===== src/rtl/intr_pkg.sv =====
// Shared definitions for the interrupt controller: FSM encoding, default
// vector base and the lowest-index priority-encoder function.
package intr_pkg;

    // Handshake states of the request FSM.
    typedef enum logic [1:0] {
        ST_IDLE = 2'd0,
        ST_REQ  = 2'd1,
        ST_ACKW = 2'd2
    } state_t;

    // Widest source vector supported, and the index width that covers it.
    localparam int MAX_SRC = 32;
    localparam int IDX_W   = 5;

    // Vector presented for source 0 unless overridden.
    localparam logic [7:0] DEFAULT_BASE_VEC = 8'h20;

    // Index of the lowest set bit; 0 when no bit is set (qualify with |v).
    function automatic logic [IDX_W-1:0] lowest_set(input logic [MAX_SRC-1:0] v);
        logic [IDX_W-1:0] idx;
        idx = '0;
        for (int i = MAX_SRC - 1; i >= 0; i--) begin
            if (v[i]) idx = IDX_W'(i);
        end
        return idx;
    endfunction

endpackage


===== src/rtl/intr_prio_enc.sv =====
// Lowest-index-wins priority encoder with a valid flag.
module intr_prio_enc
    import intr_pkg::*;
#(
    parameter int N = 8
) (
    input  logic [N-1:0]     req,
    output logic [IDX_W-1:0] idx,
    output logic             valid
);

    logic [MAX_SRC-1:0] req_ext;

    assign req_ext = MAX_SRC'(req);
    assign idx     = lowest_set(req_ext);
    assign valid   = |req;

endmodule


===== src/rtl/intr_ctrl.sv =====
// Prioritised interrupt controller: synchronises raw lines, tracks pending
// and in-service sources, and presents one vector at a time to the CPU
// through an intr/inta handshake with nested-priority support.
module intr_ctrl
    import intr_pkg::*;
#(
    parameter int                 NUM_SRC   = 8,
    parameter int                 VEC_W     = 8,
    parameter logic [VEC_W-1:0]   BASE_VEC  = VEC_W'(DEFAULT_BASE_VEC),
    parameter logic [NUM_SRC-1:0] EDGE_MASK = '1
) (
    input  logic               clk,
    input  logic               clr,
    input  logic [NUM_SRC-1:0] irq_in,
    input  logic               mask_we,
    input  logic [NUM_SRC-1:0] mask_wdata,
    input  logic               eoi,
    input  logic               inta,
    output logic               intr,
    output logic [VEC_W-1:0]   vector,
    output logic [NUM_SRC-1:0] pending,
    output logic [NUM_SRC-1:0] in_service
);

    logic [NUM_SRC-1:0] sync1_q, sync2_q, prev_q;
    logic [1:0]         prime_cnt_q;
    logic               primed;
    logic [NUM_SRC-1:0] rise;
    logic [NUM_SRC-1:0] pend_edge_q;
    logic [NUM_SRC-1:0] mask_q;
    logic [NUM_SRC-1:0] is_q, is_d;
    logic [NUM_SRC-1:0] below, eligible;
    logic [NUM_SRC-1:0] ack_onehot, ack_clr, eoi_clr;
    logic [IDX_W-1:0]   cand_idx, is_idx;
    logic               cand_valid, is_valid;
    logic               ack;
    state_t             state_q, state_d;
    logic [IDX_W-1:0]   id_q, id_d;

    // Two-flop synchroniser plus edge-history flop; history is loaded from the
    // first stage until primed so lines already high at reset release never
    // look like a rising edge.
    // NOTE: every clocked block uses non-blocking assignments so all flops
    // sample the pre-edge values, independent of block ordering.
    always_ff @(posedge clk or posedge clr) begin
        if (clr) begin
            sync1_q     <= '0;
            sync2_q     <= '0;
            prev_q      <= '0;
            prime_cnt_q <= '0;
        end else begin
            sync1_q <= irq_in;
            sync2_q <= sync1_q;
            prev_q  <= primed ? sync2_q : sync1_q;
            if (!primed) prime_cnt_q <= prime_cnt_q + 2'd1;
        end
    end

    assign primed = (prime_cnt_q == 2'd2);
    assign rise   = sync2_q & ~prev_q & {NUM_SRC{primed}} & EDGE_MASK;

    // Acknowledge strobe and the one-hot of the source being acknowledged.
    assign ack        = (state_q == ST_REQ) && inta;
    assign ack_onehot = NUM_SRC'(1) << id_q;
    assign ack_clr    = ack ? ack_onehot : '0;

    // Edge-pending register: a new edge beats a simultaneous acknowledge clear.
    always_ff @(posedge clk or posedge clr) begin
        if (clr) pend_edge_q <= '0;
        else     pend_edge_q <= ((pend_edge_q & ~ack_clr) | rise) & EDGE_MASK;
    end

    // Level sources mirror the synchronised line directly.
    assign pending = (pend_edge_q & EDGE_MASK) | (sync2_q & ~EDGE_MASK);

    // Mask register, fully masked out of reset.
    always_ff @(posedge clk or posedge clr) begin
        if (clr)          mask_q <= '1;
        else if (mask_we) mask_q <= mask_wdata;
    end

    intr_prio_enc #(.N(NUM_SRC)) u_is_enc (
        .req   (is_q),
        .idx   (is_idx),
        .valid (is_valid)
    );

    // Only sources strictly above the highest-priority in-service one may nest.
    assign below    = is_valid ? ((NUM_SRC'(1) << is_idx) - NUM_SRC'(1)) : '1;
    assign eligible = pending & ~mask_q & below;

    intr_prio_enc #(.N(NUM_SRC)) u_cand_enc (
        .req   (eligible),
        .idx   (cand_idx),
        .valid (cand_valid)
    );

    // In-service update: EOI clear first, then acknowledge set, so set wins.
    // NOTE: combinational blocks assign every output a default first, so no
    // path leaves a value unassigned and no latch is inferred.
    always_comb begin
        eoi_clr = (eoi && is_valid) ? (NUM_SRC'(1) << is_idx) : '0;
        is_d    = (is_q & ~eoi_clr) | ack_clr;
    end

    // In-service register.
    always_ff @(posedge clk or posedge clr) begin
        if (clr) is_q <= '0;
        else     is_q <= is_d;
    end

    assign in_service = is_q;

    // FSM state and latched source id.
    always_ff @(posedge clk or posedge clr) begin
        if (clr) begin
            state_q <= ST_IDLE;
            id_q    <= '0;
        end else begin
            state_q <= state_d;
            id_q    <= id_d;
        end
    end

    // FSM next state and outputs; id is frozen outside IDLE.
    always_comb begin
        state_d = state_q;
        id_d    = id_q;
        intr    = 1'b0;
        vector  = '0;
        case (state_q)
            ST_IDLE: begin
                if (cand_valid) begin
                    id_d    = cand_idx;
                    state_d = ST_REQ;
                end
            end
            ST_REQ: begin
                intr   = 1'b1;
                vector = BASE_VEC + VEC_W'(id_q);
                if (inta) state_d = ST_ACKW;
            end
            ST_ACKW: begin
                vector = BASE_VEC + VEC_W'(id_q);
                if (!inta) state_d = ST_IDLE;
            end
            default: state_d = ST_IDLE;
        endcase
    end

endmodule


===== config.mk =====
export PLATFORM = sky130hd
export DESIGN_NAME = intr_ctrl
export DESIGN_NICKNAME = d
export VERILOG_FILES = /design/src/rtl/intr_pkg.sv /design/src/rtl/intr_prio_enc.sv /design/src/rtl/intr_ctrl.sv
export SDC_FILE = /design/constraint.sdc
export NUM_CORES = 1
export LEC_CHECK = 0
export CORE_MARGIN = 2
export CORE_UTILIZATION = 40
export DETAILED_ROUTE_END_ITERATION = 10
export PLACE_DENSITY = 0.74
export SETUP_SLACK_MARGIN = 0.2
export SLEW_MARGIN = 5
export SYNTH_ARGS = -nofsm -noshare
export SYNTH_HDL_FRONTEND = slang
export SYNTH_SLANG_ARGS = --single-unit

===== constraint.sdc =====
create_clock -name clk -period 2.9 [get_ports clk]
set_input_delay 0.29 -clock clk [delete_from_list [all_inputs] [get_ports clk]]
set_output_delay 0.29 -clock clk [all_outputs]
set_load 0.05 [all_outputs]

==> flow_summary.toml, run 1 <==
[sta]
post-route-period-util = 0.8798
hold_ws_ns = 0.3579
finalSetupViolCount = 0
worst_pin_slew_ns = 0.5969
finalHoldViolCount = 0
slew_violations = 0
slew_headroom = 0.6015
setup_slack_ns = 0.3485
skew_ns = 0.003376
period_needed_ns = 2.551
max_freq_mhz = 391.9
fin_tns_setup_ns = 0
rsz0062_at_grt = "yes"

[placement]
gp_congestion = 0.9284
dpl.hpwl_um = 3753
port_buffers = 41
pre_cts_ws_ns = 0.2772

[drt]
drtAntennaViolNets = 0
drc = 0
dr.pass1.iters = 4
finalWirelength_um = 4836
vias = 1802
detail_route.vias_per_cell = 5.062
dr.first_iter.drc_count = 133
wl_per_cell_um = 13.58

[worst_setup_path]
start_kind = "flop"
cp.arrival_ns = 2.80
crit_type = "reg2reg"
worstPathRequired_ns = 3.15
end_kind = "flop"
worstPathMaxFanout = 7

[logic_synthesis]
ys_warn_count = 0
ys_seq_elements = 55
yosysUniqueCellTypes = 46
yosysSeqAreaShare = 0.5705
syn_avg_cell_area_um2 = 10.47
synth_ff_type = "dfrtp_1"
synth.cell_area_um2 = 2430
synth-async-reset-ratio = 1.000
synth_edf_count = 0
syn_inst = 232

[pwr]
leakage_nw = 1.381
ir_drop_mv = 0.4580
powerDensity_nw_per_um2 = 1063

[die]
die_h_um = 81.94
io_pins = 46
initial_core_util = 0.4128
fp.coreArea_um2 = 5886
die_w_um = 81.94
num_rows = 28
die-area_um2 = 6714

[clocking]
clk_latency_ns = 0.30
cts_buffers = 5
cts_htree_levels = 2
cts.path.max_buffers = 2
cts.sinks = 55
ctsHoldBuffers = 0
cts_root_buffer = "clkbuf_8"
cts_tree = "yes"
path_clk_slew_ns = 0.10

[cells_and_area]
n_antenna_cell = 0
fillers = 542
area.growth.synth_to_final_pct = 24.92
nets = 306
final_cell_mix = "dfrtp_1 (45), nand2_1 (42), clkdlybuf4s50_1 (41), o21ai_0 (25), inv_1 (17)"
final_common_cell = "dfrtp_1"
drive_gt1_frac = 0.1673

[min_path]
hold_path.class = "in2async"

[grt]
grt_pass1_wl_um = 8169
grt_max_degree = 32
antenna_found_initial = 0
gr-total-overflow = 0
track_usage = 0.1629
grt_pass1_vias = 1698

[job]
max_cap_violations = 0

[outcome]
outcome = "complete, no violations"
-- cell type report --
class                           instances  area, um^2  share of cell area
Inverter                               18       67.56             0.02226
Multi-Input combinational cell        152       933.4              0.3075
Clock inverter                          2       16.27            0.005359
Timing Repair Buffer                   48       462.9              0.1525
Clock buffer                            6       72.57             0.02391
Tap cell                               75       93.84             0.03092
Sequential cell                        55        1389              0.4575
-- metrics by stage --
| stage | power, W | util | cells | area (um^2) |
|---|---|---|---|---|
| after detailed placement | 0.002771 | 0.4940 | 343 | 2908 |
| after floorplan | 0.002367 | - | 235 | 2457 |
| after global placement | 0.002763 | 0.4940 | 343 | 2908 |
| final | 0.003228 | 0.5157 | 356 | 3035 |
| after CTS | 0.003202 | 0.5091 | 351 | 2997 |
| after global routing | 0.003463 | 0.5157 | 356 | 3035 |
-- path summary, 6_finish.rpt --
check	from	end	slack (ns)	cells past startpoint
worst min-delay path	clr	sync1_q[0]	0.36	2
worst min register to register	sync1_q[4]	sync2_q[4]	0.38	0
min in group clk	sync1_q[4]	sync2_q[4]	0.38	0
worst max-delay path	in_service[5]	state_q[1]	0.35	10
worst max register to register	in_service[5]	state_q[1]	0.35	10
max in group asynchronous	clr	mask_q[0]	1.83	3
-- repair_timing --
item                                    4_1_cts  5_1_grt
buffers inserted                              0        5
resized for setup                             0        1
endpoints found under the setup margin        0        4
-- cells in the mapped netlist (2+ instances only) --
master | n | area share
clkbuf_1 | 3 | 0.0046
o21ai_1 | 2 | 0.0041
nor4_1 | 3 | 0.0077
nor2_1 | 9 | 0.014
and2_1 | 4 | 0.010
mux2_2 | 7 | 0.032
dfrtp_1 | 47 | 0.48
a31oi_1 | 2 | 0.0051
a21oi_1 | 6 | 0.012
ha_1 | 5 | 0.026
or4_4 | 2 | 0.0093
inv_1 | 18 | 0.028
nand2_1 | 42 | 0.065
buf_4 | 4 | 0.012
nand2b_1 | 5 | 0.013
nor2b_1 | 4 | 0.010
nand3_1 | 6 | 0.012
or3b_2 | 2 | 0.0072
dfstp_2 | 8 | 0.087
or4_1 | 2 | 0.0062
buf_6 | 2 | 0.0093
o21ai_0 | 25 | 0.051
-- power by group --
| group | switching, W | internal, W | total (W) |
|---|---|---|---|
| clock network | 0.000248 | 0.000174 | 0.000422 |
| logic | 0.00105 | 0.000694 | 0.00174 |
| registers | 0.000160 | 0.000904 | 0.00106 |
-- flip-flops by register name (all words and copies together), names as in the netlist --
name and flops:
id_q 3, in_service 8, mask_q 8, pending 8, prev_q 8, prime_cnt_q 2, state_q 2, sync1_q 8
sync2_q 8
-- metal layers --
layer / wire, um / up-vias / GRT usage / share of wire
li1: - / 876 / - / -
met1: 2151 / 860 / 0.2221 / 0.44
met2: 2351 / 56 / 0.2520 / 0.49
met3: 243 / 10 / 0.03626 / 0.050
met4: 90 / 0 / 0.06667 / 0.019
met5: 0 / - / 0 / 0
-- critical path, stage by stage, from the launching register on --
cell,delay [ns]
dfrtp_2,0.45
or4_4,0.55
nor4_2,0.15
nor2_1,0.07
ha_2,0.22
nand3b_1,0.11
mux2i_2,0.10
a21oi_2,0.19
nand2_2,0.11
or4_1,0.48
nand3_1,0.08
-- logic make-up after synthesis --
family,Yosys count,share of synthesized area
buf+inv,28,0.05612
fa+ha+maj,5,0.02575
compound gates,46,0.1184
other cells,1,0.001543
simple gates,88,0.1874
xor+xnor,1,0.003605
mux,8,0.03656
flops,55,0.5705
Power figures use the tool's default switching activity.
==> inputs of run 2 (changes only) <==
Settings changed: SKIP_LAST_GASP set to 1.
==> results of run 2 <==
Same layout as run 1: the final DEF is identical, and so are final timing and power.
==> inputs of run 3 (changes only) <==
Settings changed: ABC_AREA set to 1.
==> run 3 against run 2 <==
Critical path depth rose by 8. Synthesized cell count rose by 19%. Largest cell class unchanged. Wire length rose by 0.10%. Design area rose by 0.91%. Non-clock buffer count fell by 6. Cell count rose by 11%. Core utilization fell by 0.14 points. Via count rose by 4.4%. Fmax rose by 8.2%. Worst hold slack improved by 0.011 ns. Critical endpoint is now id_q[1]. Power rose by 4.4%. Largest power group unchanged.
==> flow_summary.toml, run 3 <==
[logic_synthesis]
synth_ff_type = "dfrtp_1"
synth_top_area_frac = 0.4740
synth-async-reset-ratio = 1.000
ys_seq_elements = 55
yosys.area.top_type = "dfrtp_1"
ys_warn_count = 0
synth_edf_count = 0
post-synth-top-count-cell = "nand2_1"
synth.cell_area_um2 = 2481
synth_area_leaders = "dfrtp_1 (47%), dfstp_2 (8.5%), nand2_1 (8.2%)"
yosysUniqueCellTypes = 29
syn_avg_cell_area_um2 = 9.022
synthTopCellsByCount = "nand2_1 (54), dfrtp_1 (47), inv_1 (45), o21ai_0 (39), nand3_1 (15)"
syn_inst = 275
yosysSeqAreaShare = 0.5587

[sta]
max_freq_mhz = 423.9
worst_pin_slew_ns = 0.6042
rsz0062_at_grt = "no"
slew_violations = 0
fin_tns_setup_ns = 0
skew_ns = 0.002422
finalSetupViolCount = 0
finalHoldViolCount = 0
slew_headroom = 0.5966
post-route-period-util = 0.8134
period_needed_ns = 2.359

[clocking]
ctsHoldBuffers = 0
cts_tree = "yes"
cts.path.max_buffers = 2
cts_root_buffer = "clkbuf_8"
clk_latency_ns = 0.30
cts_buffers = 5
cts_htree_levels = 2
cts.sinks = 55
path_clk_slew_ns = 0.09

[placement]
dpl.hpwl_um = 3725
gp_congestion = 0.9156
port_buffers = 41

[grt]
gr-total-overflow = 0
grt_pass1_wl_um = 8024
grt_max_degree = 29
track_usage = 0.1567
antenna_found_initial = 0
grt_pass1_vias = 1806

[cells_and_area]
nets = 346
drive_gt1_frac = 0.1340
final_common_cell = "nand2_1"
n_antenna_cell = 0
final_cell_mix = "nand2_1 (54), dfrtp_1 (47), inv_1 (44), clkdlybuf4s50_1 (41), o21ai_0 (39)"
area.growth.synth_to_final_pct = 23.45

[worst_setup_path]
cp.arrival_ns = 2.56
slowest_delay_ns = 0.42
crit_type = "reg2reg"
critPathBufInv = 2
crit_top_cell = "nand2_1"
worstPathMaxFanout = 7
cp_cell_sequence = "inv_1 > nand2_1 > nand2_1 > nand2_1 > nand2_2 > nand2_1 > nand2_2 > nand3_1 > ha_1 > inv_1 > nor2_1 > nor3_2 > nor2_2 > nand3_2 > nand2_1 > nand2_2 > nand3_1 > o21ai_1"
crit_family = "simple AND/OR/NAND/NOR gates"
end_kind = "flop"
worstPathRequired_ns = 3.10
start_kind = "flop"
crit_slowest_cell = "dfrtp_1"

[drt]
vias = 1882
dr.pass1.iters = 4
dr.first_iter.drc_count = 153
drtAntennaViolNets = 0
detail_route.vias_per_cell = 4.753
finalWirelength_um = 4841
wl_per_cell_um = 12.22
drc = 0

[pwr]
power.total_w = 0.003369
leakage_nw = 1.481
power.internal_w = 0.001715
switchingPower_w = 0.001654
swShare = 0.4910
seqPwrFrac = 0.305
clkPwrFrac = 0.121
powerDensity_nw_per_um2 = 1100
ir_drop_mv = 0.7681
pwr-share-comb = 0.574

[die]
die-area_um2 = 6849
die_h_um = 82.76
io_pins = 46
num_rows = 28
die_w_um = 82.76
fp.coreArea_um2 = 5956
initial_core_util = 0.4166

[min_path]
hold_path.class = "in2async"

[outcome]
outcome = "complete, no violations"

[job]
max_cap_violations = 0
-- run 3: cell count changes after synthesis, moves of 3 or more --
cell      before  now
a21oi_1        6    2
and2_1         4    0
inv_1         18   45
nand2_1       42   54
nand2_2        1    8
nand2b_1       5    0
nand3_1        6   15
nand4_1        0    3
nor2_1         9   14
nor2_2         0    5
nor2b_1        4    0
nor4_1         3    0
o21ai_0       25   39
-- run 3: power by group through the flow --
stage          clock (W)  combinational (W)  sequential [W]
2_1_floorplan          0            0.00119         0.00127
3_3_place_gp           0            0.00189         0.00104
3_5_place_dp           0            0.00191         0.00104
4_1_cts         0.000426            0.00193         0.00103
5_1_grt         0.000450            0.00216         0.00105
6_report        0.000406            0.00193         0.00103
-- run 3: what timing repair did --
action | CTS | global route
gates resized for setup | 0 | 1
buffers inserted | 0 | 0
endpoints found under the setup margin | 0 | 1
-- run 3: path summary, 6_finish.rpt --
path                               start    endpoint  slack [ns]  depth (start not counted)
max reg2reg                in_service[5]     id_q[1]        0.54                         18
min                                  clr  sync1_q[4]        0.37                          2
min in group clk              sync1_q[6]  sync2_q[6]        0.38                          0
max in group asynchronous            clr   mask_q[0]        1.90                          3
min reg2reg                   sync1_q[6]  sync2_q[6]        0.38                          0
max                        in_service[5]     id_q[1]        0.54                         18
-- run 3: area by class of cell --
class / count / area, um^2
multi-input combinational: 169 / 890.9
clock buffer: 6 / 72.57
clock inverter: 2 / 12.51
timing repair buffer: 42 / 430.4
tap: 75 / 93.84
inverter: 47 / 176.4
sequential: 55 / 1386
fill: 578 / 2893
-- run 3: cell families (layout without fill, tap and decap cells) --
| group | after synthesis | count (layout) | synth area share |
|---|---|---|---|
| and+or+nand+nor | 107 | 107 | 0.2002 |
| DFF | 55 | 55 | 0.5587 |
| buffers and inverters | 54 | 97 | 0.08775 |
| AOI/OAI and AO/OA | 46 | 46 | 0.09632 |
| muxes | 6 | 6 | 0.02673 |
| adders and majority gates | 5 | 5 | 0.02521 |
| other | 1 | 4 | 0.001511 |
| xor gates and xnor gates | 1 | 1 | 0.003531 |
-- run 3: through the flow --
stage	cell area, um^2	util	instances	hold WS, ns	setup slack [ns]
3_3_place_gp	2975	0.4996	388	0.3570	0.5928
2_1_floorplan	2492	-	278	0.3214	0.5498
5_1_grt	3063	0.5143	396	0.3983	0.2581
4_1_cts	3060	0.5139	396	0.3791	0.5213
6_report	3063	0.5143	396	0.3693	0.5412
3_5_place_dp	2975	0.4996	388	0.3595	0.5935
-- run 3: worst reg2reg max path: stages, from the launching register on --
cell	delay [ns]
dfrtp_1	0.42
inv_1	0.08
nand2_1	0.06
nand2_1	0.05
nand2_1	0.05
nand2_2	0.13
nand2_1	0.12
nand2_2	0.10
nand3_1	0.09
ha_1	0.29
inv_1	0.04
nor2_1	0.18
nor3_2	0.08
nor2_2	0.12
nand3_2	0.09
nand2_1	0.13
nand2_2	0.08
nand3_1	0.07
o21ai_1	0.06
-- run 3: layer usage --
layer	part of all wire	track usage
met5	0	0
met4	0.015	0.05246
met3	0.062	0.03043
met2	0.49	0.2573
met1	0.44	0.2087
